`src/rtl/spm_pkg.sv`:
```
// spm_stats shared types and helpers.
// State encoding, mode bits, header length, clear values.
package spm_pkg;

  typedef enum logic [1:0] {
    IDLE,
    HEADER,
    ACCUM,
    EMIT
  } state_t;

  localparam int MODE_SIGNED = 0;
  localparam int MODE_SUM    = 1;
  localparam int MAX_W       = 64;

  // mode word + total_frames + frames_per_interval
  function automatic int hdr_words(input int cnt_w);
    return 1 + 2 * (cnt_w / 16);
  endfunction

  function automatic logic [MAX_W-1:0] min_clr(
    input int   w,
    input logic s
  );
    logic [MAX_W-1:0] ones;
    ones = {MAX_W{1'b1}};
    ones = ones >> (MAX_W - w);
    return s ? (ones >> 1) : ones;
  endfunction

  function automatic logic [MAX_W-1:0] max_clr(
    input int   w,
    input logic s
  );
    logic [MAX_W-1:0] one;
    one = MAX_W'(1);
    return s ? (one << (w - 1)) : '0;
  endfunction

endpackage

```
`src/rtl/spm_stats_if.sv`:
```
// spm_stats streaming bus.
// Input and output valid/ready handshakes.
interface spm_stats_if #(
  parameter int DATA_W = 16
);
  logic [DATA_W-1:0] data_in;
  logic              data_in_available;
  logic              data_in_ready;
  logic [DATA_W-1:0] data_out;
  logic              data_out_ready;
  logic              data_out_available;

  modport slave (
    input  data_in,
    input  data_in_available,
    input  data_out_available,
    output data_in_ready,
    output data_out,
    output data_out_ready
  );

  modport master (
    output data_in,
    output data_in_available,
    output data_out_available,
    input  data_in_ready,
    input  data_out,
    input  data_out_ready
  );
endinterface

```
`src/rtl/spm_chan_acc.sv`:
```
// One channel of spm_stats.
// Holds min, max and running sum.
module spm_chan_acc
  import spm_pkg::*;
#(
  parameter int DATA_W = 16
) (
  input  logic                clk,
  input  logic                reset_n,
  input  logic                clear,
  input  logic                update,
  input  logic                signed_mode,
  input  logic [DATA_W-1:0]   sample,
  output logic [DATA_W-1:0]   min_val,
  output logic [DATA_W-1:0]   max_val,
  output logic [2*DATA_W-1:0] sum_val
);

  logic                lt_min;
  logic                gt_max;
  logic [2*DATA_W-1:0] ext;

  always_comb begin
    lt_min = sample < min_val;
    gt_max = sample > max_val;
    ext    = {{DATA_W{1'b0}}, sample};
    if (signed_mode) begin
      lt_min = $signed(sample) < $signed(min_val);
      gt_max = $signed(sample) > $signed(max_val);
      ext    = {{DATA_W{sample[DATA_W-1]}}, sample};
    end
  end

  always_ff @(posedge clk or negedge reset_n) begin
    if (!reset_n) begin
      min_val <= DATA_W'(min_clr(DATA_W, 1'b0));
      max_val <= '0;
      sum_val <= '0;
    end else if (clear) begin
      min_val <= DATA_W'(min_clr(DATA_W, signed_mode));
      max_val <= DATA_W'(max_clr(DATA_W, signed_mode));
      sum_val <= '0;
    end else if (update) begin
      if (lt_min) min_val <= sample;
      if (gt_max) max_val <= sample;
      sum_val <= sum_val + ext;
    end
  end

endmodule

```
`src/rtl/spm_stats.sv`:
```
// Multi-channel min/max/sum statistics over a stream.
// Header parse, interleaved accumulate, per-interval emit.
module spm_stats
  import spm_pkg::*;
#(
  parameter int DATA_W   = 16,
  parameter int CHANNELS = 2,
  parameter int CNT_W    = 32
) (
  input  logic       clk,
  input  logic       reset_n,
  input  logic       enable,
  spm_stats_if.slave bus,
  output logic       cfg_error
);

  localparam int HDR_N = hdr_words(CNT_W);
  localparam int HW    = CNT_W / 16;
  localparam int CH_W  = (CHANNELS > 1) ? $clog2(CHANNELS) : 1;
  localparam logic [CH_W-1:0] CH_LAST  = CH_W'(CHANNELS - 1);
  localparam logic [7:0]      HDR_LAST = 8'(HDR_N - 1);
  localparam logic [7:0]      TOT_LAST = 8'(HW);

  state_t            state_q, state_d;
  logic              live_q;
  logic [7:0]        hdr_q, hdr_d;
  logic              sgn_q, sgn_d;
  logic              sum_q, sum_d;
  logic [CNT_W-1:0]  tot_q, tot_d;
  logic [CNT_W-1:0]  fpi_q, fpi_d, fpi_w;
  logic [CNT_W-1:0]  frm_q, frm_d, frm_nx;
  logic [CNT_W-1:0]  int_q, int_d, int_nx;
  logic [CH_W-1:0]   ch_q, ch_d;
  logic [CH_W-1:0]   och_q, och_d;
  logic [1:0]        ow_q, ow_d;
  logic              err_d;
  logic              acc_clr;
  logic [CHANNELS-1:0] acc_upd;
  logic              in_fire, out_fire;
  logic              last_ch, last_och, last_w;

  logic [DATA_W-1:0]   mn [CHANNELS];
  logic [DATA_W-1:0]   mx [CHANNELS];
  logic [2*DATA_W-1:0] sm [CHANNELS];

  for (genvar c = 0; c < CHANNELS; c++) begin : g_ch
    spm_chan_acc #(
      .DATA_W(DATA_W)
    ) u_acc (
      .clk        (clk),
      .reset_n    (reset_n),
      .clear      (acc_clr),
      .update     (acc_upd[c]),
      .signed_mode(sgn_q),
      .sample     (bus.data_in),
      .min_val    (mn[c]),
      .max_val    (mx[c]),
      .sum_val    (sm[c])
    );
  end

  assign bus.data_in_ready  = live_q & enable
                            & (state_q != EMIT);
  assign bus.data_out_ready = enable & (state_q == EMIT);

  assign in_fire  = bus.data_in_available
                  & bus.data_in_ready;
  assign out_fire = bus.data_out_available
                  & bus.data_out_ready;
  assign last_ch  = ch_q == CH_LAST;
  assign last_och = och_q == CH_LAST;
  assign last_w   = ow_q == (sum_q ? 2'd3 : 2'd1);

  always_comb begin
    bus.data_out = '0;
    if (state_q == EMIT) begin
      unique case (ow_q)
        2'd0: bus.data_out = mn[och_q];
        2'd1: bus.data_out = mx[och_q];
        2'd2: bus.data_out = sm[och_q][DATA_W-1:0];
        2'd3: bus.data_out = sm[och_q][2*DATA_W-1:DATA_W];
      endcase
    end
  end

  always_comb begin
    state_d = state_q;
    hdr_d   = hdr_q;
    sgn_d   = sgn_q;
    sum_d   = sum_q;
    tot_d   = tot_q;
    fpi_d   = fpi_q;
    frm_d   = frm_q;
    int_d   = int_q;
    ch_d    = ch_q;
    och_d   = och_q;
    ow_d    = ow_q;
    err_d   = 1'b0;
    acc_clr = 1'b0;
    acc_upd = '0;
    frm_nx  = frm_q + CNT_W'(1);
    int_nx  = int_q + CNT_W'(1);
    // header count fields shift in low word first
    fpi_w   = CNT_W'({bus.data_in[15:0], fpi_q} >> 16);
    case (state_q)
      IDLE: if (in_fire) begin
        sgn_d   = bus.data_in[MODE_SIGNED];
        sum_d   = bus.data_in[MODE_SUM];
        hdr_d   = 8'd1;
        state_d = HEADER;
      end
      HEADER: if (in_fire) begin
        hdr_d = hdr_q + 8'd1;
        if (hdr_q <= TOT_LAST)
          tot_d = CNT_W'({bus.data_in[15:0], tot_q} >> 16);
        else
          fpi_d = fpi_w;
        if (hdr_q == HDR_LAST) begin
          hdr_d = '0;
          if (tot_q == '0) begin
            err_d   = 1'b1;
            state_d = IDLE;
            sgn_d   = 1'b0;
            sum_d   = 1'b0;
            fpi_d   = '0;
          end else begin
            state_d = ACCUM;
            acc_clr = 1'b1;
            if (fpi_w == '0) fpi_d = tot_q;
          end
        end
      end
      ACCUM: if (in_fire) begin
        acc_upd = CHANNELS'(1) << ch_q;
        if (last_ch) begin
          ch_d  = '0;
          frm_d = frm_nx;
          int_d = int_nx;
          if (int_nx == fpi_q || frm_nx == tot_q) begin
            state_d = EMIT;
            och_d   = '0;
            ow_d    = '0;
          end
        end else begin
          ch_d = ch_q + CH_W'(1);
        end
      end
      EMIT: if (out_fire) begin
        if (!last_w) begin
          ow_d = ow_q + 2'd1;
        end else begin
          ow_d = '0;
          if (!last_och) begin
            och_d = och_q + CH_W'(1);
          end else begin
            och_d   = '0;
            int_d   = '0;
            acc_clr = 1'b1;
            if (frm_q == tot_q) begin
              state_d = IDLE;
              sgn_d   = 1'b0;
              sum_d   = 1'b0;
              tot_d   = '0;
              fpi_d   = '0;
              frm_d   = '0;
            end else begin
              state_d = ACCUM;
            end
          end
        end
      end
      default: state_d = IDLE;
    endcase
  end

  always_ff @(posedge clk or negedge reset_n) begin
    if (!reset_n) begin
      state_q   <= IDLE;
      live_q    <= 1'b0;
      hdr_q     <= '0;
      sgn_q     <= 1'b0;
      sum_q     <= 1'b0;
      tot_q     <= '0;
      fpi_q     <= '0;
      frm_q     <= '0;
      int_q     <= '0;
      ch_q      <= '0;
      och_q     <= '0;
      ow_q      <= '0;
      cfg_error <= 1'b0;
    end else begin
      state_q   <= state_d;
      live_q    <= 1'b1;
      hdr_q     <= hdr_d;
      sgn_q     <= sgn_d;
      sum_q     <= sum_d;
      tot_q     <= tot_d;
      fpi_q     <= fpi_d;
      frm_q     <= frm_d;
      int_q     <= int_d;
      ch_q      <= ch_d;
      och_q     <= och_d;
      ow_q      <= ow_d;
      cfg_error <= err_d;
    end
  end

endmodule
```
`src/flat_wrapper.sv`:
```
// flat-port wrapper written by rule: the top's interface ports become plain ports
module spm_stats_flat import spm_pkg::*;
#(
  parameter int DATA_W   = 16,
  parameter int CHANNELS = 2,
  parameter int CNT_W    = 32
)
  (clk, reset_n, enable, cfg_error, bus_data_in, bus_data_in_available, bus_data_out_available, bus_data_in_ready, bus_data_out, bus_data_out_ready);
  spm_stats_if #(.DATA_W(DATA_W)) bus_i ();
  input  logic clk;
  input  logic reset_n;
  input  logic enable;
  output logic cfg_error;
  input wire logic [$bits(bus_i.data_in)-1:0] bus_data_in;
  input wire logic [$bits(bus_i.data_in_available)-1:0] bus_data_in_available;
  input wire logic [$bits(bus_i.data_out_available)-1:0] bus_data_out_available;
  output wire logic [$bits(bus_i.data_in_ready)-1:0] bus_data_in_ready;
  output wire logic [$bits(bus_i.data_out)-1:0] bus_data_out;
  output wire logic [$bits(bus_i.data_out_ready)-1:0] bus_data_out_ready;
  assign bus_i.data_in = bus_data_in;
  assign bus_i.data_in_available = bus_data_in_available;
  assign bus_i.data_out_available = bus_data_out_available;
  assign bus_data_in_ready = bus_i.data_in_ready;
  assign bus_data_out = bus_i.data_out;
  assign bus_data_out_ready = bus_i.data_out_ready;
  spm_stats #(.DATA_W(DATA_W), .CHANNELS(CHANNELS), .CNT_W(CNT_W)) u_core (.clk(clk), .reset_n(reset_n), .enable(enable), .bus(bus_i), .cfg_error(cfg_error));
endmodule
```
`config.mk`:
```
export PLATFORM = sky130hd
export DESIGN_NAME = spm_stats_flat
export DESIGN_NICKNAME = d
export VERILOG_FILES = /design/src/rtl/spm_pkg.sv /design/src/rtl/spm_stats_if.sv /design/src/rtl/spm_chan_acc.sv /design/src/rtl/spm_stats.sv /design/src/flat_wrapper.sv
export SDC_FILE = /design/constraint.sdc
export NUM_CORES = 1
export LEC_CHECK = 0
export ABC_AREA = 0
export CORE_ASPECT_RATIO = 0.5
export CORE_MARGIN = 2
export CORE_UTILIZATION = 55
export DETAILED_ROUTE_END_ITERATION = 6
export DONT_BUFFER_PORTS = 1
export PLACE_DENSITY = 0.76
export SYNTH_ARGS = -nofsm -noshare
export SYNTH_HDL_FRONTEND = slang
export SYNTH_SLANG_ARGS = --single-unit
```
`constraint.sdc`:
```
create_clock -name clk -period 3.91 [get_ports clk]
set_input_delay 0.782 -clock clk [delete_from_list [all_inputs] [get_ports clk]]
set_output_delay 0.782 -clock clk [all_outputs]
set_load 0.005 [all_outputs]
```
* After elaboration in Yosys (flattened, before gate mapping)
Index checks and enable logic that the tools add are counted.
** Operators by class
- Reductions and logical operators :: 29
- Shift-type cells :: 1
- Equality and inequality tests :: 24
- $add $sub $neg :: 8
- Multiplexer cells :: 111
- Bitwise operators :: 6
- $lt $le $gt $ge :: 10
** Operator list (count)
- $mux 32 :: 26
- $mux 16 :: 21
- $pmux 32 s2 :: 4
- $eq 32x32->1 :: 3
- $add 32x1->32 const B :: 2
- $add 32x32->32 :: 2
- $gt 16x16->1 :: 4
- $logic_not 32->1 :: 2
- $lt 16x16->1 :: 4
- $pmux 16 s4 :: 1
- $mux 2 :: 19
- $mux 1 :: 30
- $mux 8 :: 3
- $ne 2x1->1 const B :: 11
- $reduce_and 6->1 :: 3
- $reduce_and 9->1 :: 2
- $reduce_bool 2->1 :: 9
- $pmux 8 s2 :: 1
- $reduce_and 7->1 :: 2
- $reduce_and 2->1 :: 5
- $add 8x1->8 const B :: 1
- $eq 2x2->1 const B :: 4
- $eq 8x3->1 const B :: 1
- $le 8x2->1 const B :: 1
- other kinds (18) :: 28
** Storage, ports and cells
- Flip-flop bits (word level) :: 274
- Word-level logic and storage cells :: 208

* Depth between registers and ports, before layout
- Depth in word-level cells :: 7
- Depth in mapped cells :: 14

* By module
A second synthesis with hierarchy kept.
** Unflattened totals
- Cells, all modules :: 2351
- Area total of the unflattened synthesis :: 20588.5 um2
** Modules (own cells, without submodules)
- spm_stats :: times used 1, seq. area each 3653.5 um2, cells each 1260, area each 10525.1 um2
- spm_chan_acc at u_core.g_ch[0].u_acc :: times used 1, seq. area each 1621.6 um2, cells each 576, area each 5182.5 um2
- spm_chan_acc at u_core.g_ch[1].u_acc :: times used 1, seq. area each 1621.6 um2, cells each 515, area each 4880.9 um2

* Least setup slack after synthesis
OpenSTA, ideal clock, no wires.
- Path kind :: input -> register
- Start point :: input port bus_data_in[15]
- End point :: register u_core.g_ch[0].u_acc.sum_val[28]
- Library setup time :: 0.122 ns
- Required time :: 3.788 ns
- Slack :: -0.096 ns
- Data arrival time :: 3.884 ns
- Cell stages on the path :: 13
- Cell sequence :: clkbuf_1 -> nand2_1 -> inv_1 -> ha_1 -> a21o_1 -> a21oi_1 -> o21a_1 -> nand3_1 -> o31ai_2 -> o31ai_1 -> o21a_1 -> or3_1 -> a32o_1
** Between the ends
- Word-level cells in the longest chain between the ends :: 4
** RTL lines
- from (decl) :: line flat_wrapper.sv:14 : input wire logic [$bits(bus_i.data_in)-1:0] bus_data_in;
- $mux 32 :: line spm_chan_acc.sv:27 : if (signed_mode) begin
- $add 32x32->32 :: line spm_chan_acc.sv:46 : sum_val <= sum_val + ext;
- $mux 32 :: line spm_chan_acc.sv:43 : end else if (update) begin
- $mux 32 :: line spm_chan_acc.sv:39 : end else if (clear) begin
- to (signal assigned) :: line spm_chan_acc.sv:46
- to (decl) :: line spm_chan_acc.sv:16 : output logic [2*DATA_W-1:0] sum_val
No other way between the ends. The select of a mux whose other input is x is not followed.
A chain may end at the register's enable or synchronous reset.

* Worst setup path in the final report
- Start point :: register u_core.int_q[0]
- End point :: register u_core.ow_q[1]
** Between the ends
- Word-level cells in the longest chain between the ends :: 5
** RTL lines
- from (decl) :: line spm_stats.sv:32 : logic [CNT_W-1:0] int_q, int_d, int_nx;
- from (signal assigned) :: line spm_stats.sv:200 : int_q <= int_d;
- $add 32x1->32 :: line spm_stats.sv:102 : int_nx = int_q + CNT_W'(1);
- $eq 32x32->1 :: line spm_stats.sv:139 : if (int_nx == fpi_q || frm_nx == tot_q) begin
- $logic_or 1x1->1 :: line spm_stats.sv:139
- $ne 2x1->1 (no source line)
- $reduce_and 5->1 (no source line)
- to (signal assigned) :: line spm_stats.sv:203 : ow_q <= ow_d;
- to (decl) :: line spm_stats.sv:35 : logic [1:0] ow_q, ow_d;
No other way between the ends.

==> results.txt <==
The run finished, with violations left. The checks that failed: design-rule violations, negative hold slack. The number of clock sinks is ~270. The routability-driven placement congestion ratio is around 0.9.

The top flip-flop cell by instance count after synthesis is sky130_fd_sc_hd__dfrtp_1. The number of slew-limit violations in the final report came out at 0. Setup violations remaining at the end of the flow were counted as 0. The total die area is 36100 µm².

The number of buffers added on ports is 0. The synthesized flop and latch total is around 270. The number of maximum-capacitance constraint violations is 0. Dividing total power by cell area gives a power density of roughly 470 nW/µm². The maximum clock frequency came out at roughly 280 MHz. The total wire length is approximately 54000 µm.

The transition time of the tightest slew-check pin came out at around 1.1 ns. The relative area change from synthesis to final layout is 7.998%. The share of final-layout standard cells stronger than drive strength 1 is 7.981%. The cell leakage power is about 0.0094 µW. The clock slew seen by the registers of the worst setup and hold paths came out at 0.06 ns. The TritonCTS clock tree is done. The final clock period utilization by the worst path came out at about nine tenths. The maximum fanout count along the critical path came out at 8.

The starting density of the core came out at 55.43%. The number of buffer and inverter instances along the worst setup path came out at 1. The largest area contributor in the synthesized netlist is sky130_fd_sc_hd__dfrtp_1.

The synthesized net count is ~2300. The final layout contains about 2300 nets. The die height is roughly 140 µm. The maximum number of pins on one net before global-route repair is 275. After the first detailed-routing iteration, the DRC count stood at roughly 2100.

The via count of the first global-routing pass came out at between 15000 and 20000. The number of placement rows came out at 48. The async set-reset flop share out of synthesis is 100.0%. The peak per-stage delay on the critical path came out at 0.56 ns. The number of buffers on the longest clock path is 3.

The total of warnings raised by yosys came out at 0. The detail-routed via count per cell is between 6 and 7. The clock arrives with between 0.015 and 0.02 ns of skew. Sorting the synthesized cells by area gives the leading types as sky130_fd_sc_hd__dfrtp_1 32%, sky130_fd_sc_hd__ha_1 8.8%, sky130_fd_sc_hd__o21ai_0 5.7%. Among cell families on the critical path, the largest total delay comes from simple AND/OR/NAND/NOR gates. The total number of vias is 16732. The worst setup path is of the reg2reg kind. The filler cell count in the final layout is roughly 2900. The peak ir drop on the vdd network is around 0.00042 V. The half-perimeter wire length of the detailed placement result is approximately 37000 µm. STA puts the critical path data arrival time at 4.02 ns. In this run, synthesis inferred 0 flip-flops with an integrated enable. The standard cell core area came out at ~34000 µm². Traced cell by cell, the critical path runs through ha_1 -> nand4_1 -> nor4_1 -> nand4_1 -> a2111o_1 -> nor4_1 -> buf_4 -> a32oi_1 -> a21oi_2 -> o22ai_1. The total clock buffers created by CTS came out at 28. The boundary pin count is 40. For this run, design rule violations remaining after detail routing come to 2. The worst hold slack is -0.09672 ns. The global-route total usage across every layer is between 30% and 40%. The wire length of the first global-routing pass came out at between 80000 and 90000 µm. The detail-routed net length per standard cell came out at around 21 µm. Measured against its own limit, the worst slew margin works out to approximately 29%.

The number of iterations in the first detailed-routing pass is 7. The final critical-path setup slack is ~0.33 ns. The post-synthesis average cell area came out at between 8 and 9 µm². The pre-CTS setup slack is 0.1136 ns. The final number of hold-violating endpoints is a little over 60.

The number of antenna violations at the first check in global routing came out at 0. The number of H-tree levels came out at 1. Among all stages on the critical path, the largest delay is contributed by sky130_fd_sc_hd__nor4_1.

The data required time of the worst path came out at 4.35 ns. STA classifies the critical path endpoint as a flop. The count of nets left with antenna violations after detail routing came out at 0.

The final critical path time including I/O delays and setup came out at between 3 and 4 ns. In this run the cell area of the synthesized design comes to 18980 µm². Counting every instance in the synthesized netlist gives ~2100. At the later pin of the worst-skew pair, clock insertion delay measures 0.58 ns. The worst hold path belongs to the class in2async. The number of library cell types mapped by synthesis is 79. CTS placed an instance of sky130_fd_sc_hd__clkbuf_16 at the clock tree root. The horizontal die dimension came out at between 200 and 300 µm.

The type of element launching the critical path is a flop. Post-CTS timing repair inserted 0 buffers for setup. The portion of the post-synthesis area used by sequential elements is 36.34%.

Summed over all layers, the global routing overflow is 0. Setup repair after global routing left no endpoint under its margin. The synthesized design devotes to its leading area cell type 31.91% of total area.
==> metrics by stage <==
stage	TNS [ns]	utilization, %	instance area [µm²]	std cells	total power [µW]
after CTS	0	59.86	20490	2580	9516
final	0	59.87	20490	2581	9582
after global placement	0	57.06	19530	2529	6580
after detailed placement	0	57.06	19530	2529	6673
after global routing	0	59.86	20490	2580	10050
after floorplan	-0.03771	-	18990	2147	5862
==> worst paths after layout <==
path / start / endpoint / slack, ns / depth (start not counted)
worst min-delay path: reset_n / u_core.g_ch[0].u_acc.sum_val[21]$_DFFE_PN0P_ / -0.1 / 0
min in group clk: bus_data_in[3] / u_core.g_ch[1].u_acc.min_val[3]$_DFFE_PN1P_ / 0.33 / 2
worst min register to register: u_core.fpi_q[0]$_DFFE_PN0P_ / u_core.fpi_q[0]$_DFFE_PN0P_ / 0.51 / 2
max in group asynchronous: reset_n / u_core.g_ch[1].u_acc.sum_val[19]$_DFFE_PN0P_ / 3.45 / 0
worst max register to register: u_core.int_q[0]$_DFFE_PN0P_ / u_core.ow_q[1]$_DFFE_PN0P_ / 0.33 / 10
worst max-delay path: u_core.int_q[0]$_DFFE_PN0P_ / u_core.ow_q[1]$_DFFE_PN0P_ / 0.33 / 10
==> state kept, by name, indices dropped and copies added (netlist names) <==
signal / flops
u_core.live_q: 1
u_core.int_q: 32
u_core.g_ch.u_acc.sum_val: 64
u_core.tot_q: 32
u_core.fpi_q: 32
u_core.g_ch.u_acc.max_val: 32
u_core.state_q: 2
u_core.sum_q: 1
u_core.cfg_error: 1
u_core.g_ch.u_acc.min_val: 32
u_core.sgn_q: 1
u_core.ch_q: 1
u_core.ow_q: 2
u_core.hdr_q: 8
u_core.last_och: 1
u_core.frm_q: 32
==> metal layers <==
layer | routed length (µm) | share of wire, % | GRT usage [%]
met5 | 0 | 0 | 0
met4 | 1615 | 3.0 | 8.895
met3 | 4513 | 8.4 | 6.870
met2 | 24020 | 44 | 46.51
met1 | 23840 | 44 | 42.31
==> logic make-up (layout without fill, tap and decap cells) <==
family	count (synthesis)	in the layout	synth area share [%]
AND/OR/NAND/NOR	665	665	16.91
AO/OA/AOI/OAI	650	650	22.07
flip-flops	274	274	36.34
buffers and inverters	203	186	4.101
XOR/XNOR	158	158	7.292
adder cells (fa/ha/maj)	135	135	8.980
multiplexers	61	61	4.292
other	1	2	0.01976
==> final cells by class <==
cell class	instances	area [µm²]	area share, %
Timing Repair Buffer	42	340.3	1.661
Clock buffer	42	834.6	4.072
Multi-Input combinational cell	1670	11380	55.53
Clock inverter	9	125.1	0.6105
Tap cell	450	563.0	2.747
Sequential cell	274	6897	33.65
Inverter	93	352.8	1.722
Antenna cell	1	2.502	0.01221
==> report_power, final <==
part	internal (µW)	switching, µW	leakage (µW)	total [µW]
sequential	3300	749	0.00360	4050
clock	1670	1200	0.000467	2870
combinational	1230	1430	0.00530	2660
==> layout by cell type (no fill, tap or decap), types with 42 or more instances in the layout <==
cell and count:
sky130_fd_sc_hd__dfrtp_1 242, sky130_fd_sc_hd__o21ai_0 217, sky130_fd_sc_hd__nand2_1 205, sky130_fd_sc_hd__nor2_1 157
sky130_fd_sc_hd__ha_1 132, sky130_fd_sc_hd__a21oi_1 122, sky130_fd_sc_hd__xnor2_1 94, sky130_fd_sc_hd__inv_1 92
sky130_fd_sc_hd__nand3_1 91, sky130_fd_sc_hd__a21o_1 70, sky130_fd_sc_hd__xor2_1 64, sky130_fd_sc_hd__mux2i_1 42
==> what timing repair did <==
item,4_1_cts,5_1_grt
gates resized for setup,0,0
endpoints found under the setup margin,0,0
hold endpoints to repair,242,242
==> synthesized netlist by cell type (3+ instances only) <==
cell type                   number
sky130_fd_sc_hd__and4_1         13
sky130_fd_sc_hd__or2_2           5
sky130_fd_sc_hd__o2111ai_1       3
sky130_fd_sc_hd__nand3_1        92
sky130_fd_sc_hd__a22o_1         37
sky130_fd_sc_hd__clkbuf_1       97
sky130_fd_sc_hd__o21ai_1         6
sky130_fd_sc_hd__mux2_2          3
sky130_fd_sc_hd__or4_1           4
sky130_fd_sc_hd__a211oi_1        7
sky130_fd_sc_hd__and3_1         22
sky130_fd_sc_hd__a31oi_1        23
sky130_fd_sc_hd__nand2b_1       16
sky130_fd_sc_hd__o21a_1         14
sky130_fd_sc_hd__xnor2_1        94
sky130_fd_sc_hd__buf_2          10
sky130_fd_sc_hd__inv_1          93
sky130_fd_sc_hd__dfstp_2        32
sky130_fd_sc_hd__a21oi_1       122
sky130_fd_sc_hd__dfrtp_1       242
sky130_fd_sc_hd__mux4_2         16
sky130_fd_sc_hd__a32o_1          3
sky130_fd_sc_hd__o31ai_1        28
sky130_fd_sc_hd__ha_1          133
sky130_fd_sc_hd__a211o_1         3
sky130_fd_sc_hd__a2111oi_0       5
sky130_fd_sc_hd__a21o_1         70
sky130_fd_sc_hd__a31o_2          3
sky130_fd_sc_hd__mux2i_1        42
sky130_fd_sc_hd__and2_1         13
sky130_fd_sc_hd__nand4_1        40
sky130_fd_sc_hd__o21ai_0       217
sky130_fd_sc_hd__nor2b_1        10
sky130_fd_sc_hd__nand4b_1        4
sky130_fd_sc_hd__o41ai_1         6
sky130_fd_sc_hd__nor3_1         31
sky130_fd_sc_hd__nor4_1         27
sky130_fd_sc_hd__o21bai_1       10
sky130_fd_sc_hd__nor2_1        157
sky130_fd_sc_hd__or3_1           9
sky130_fd_sc_hd__o211ai_1       36
sky130_fd_sc_hd__a222oi_1       32
sky130_fd_sc_hd__nand2_1       205
sky130_fd_sc_hd__xor2_1         64
Power figures use the tool's default switching activity.
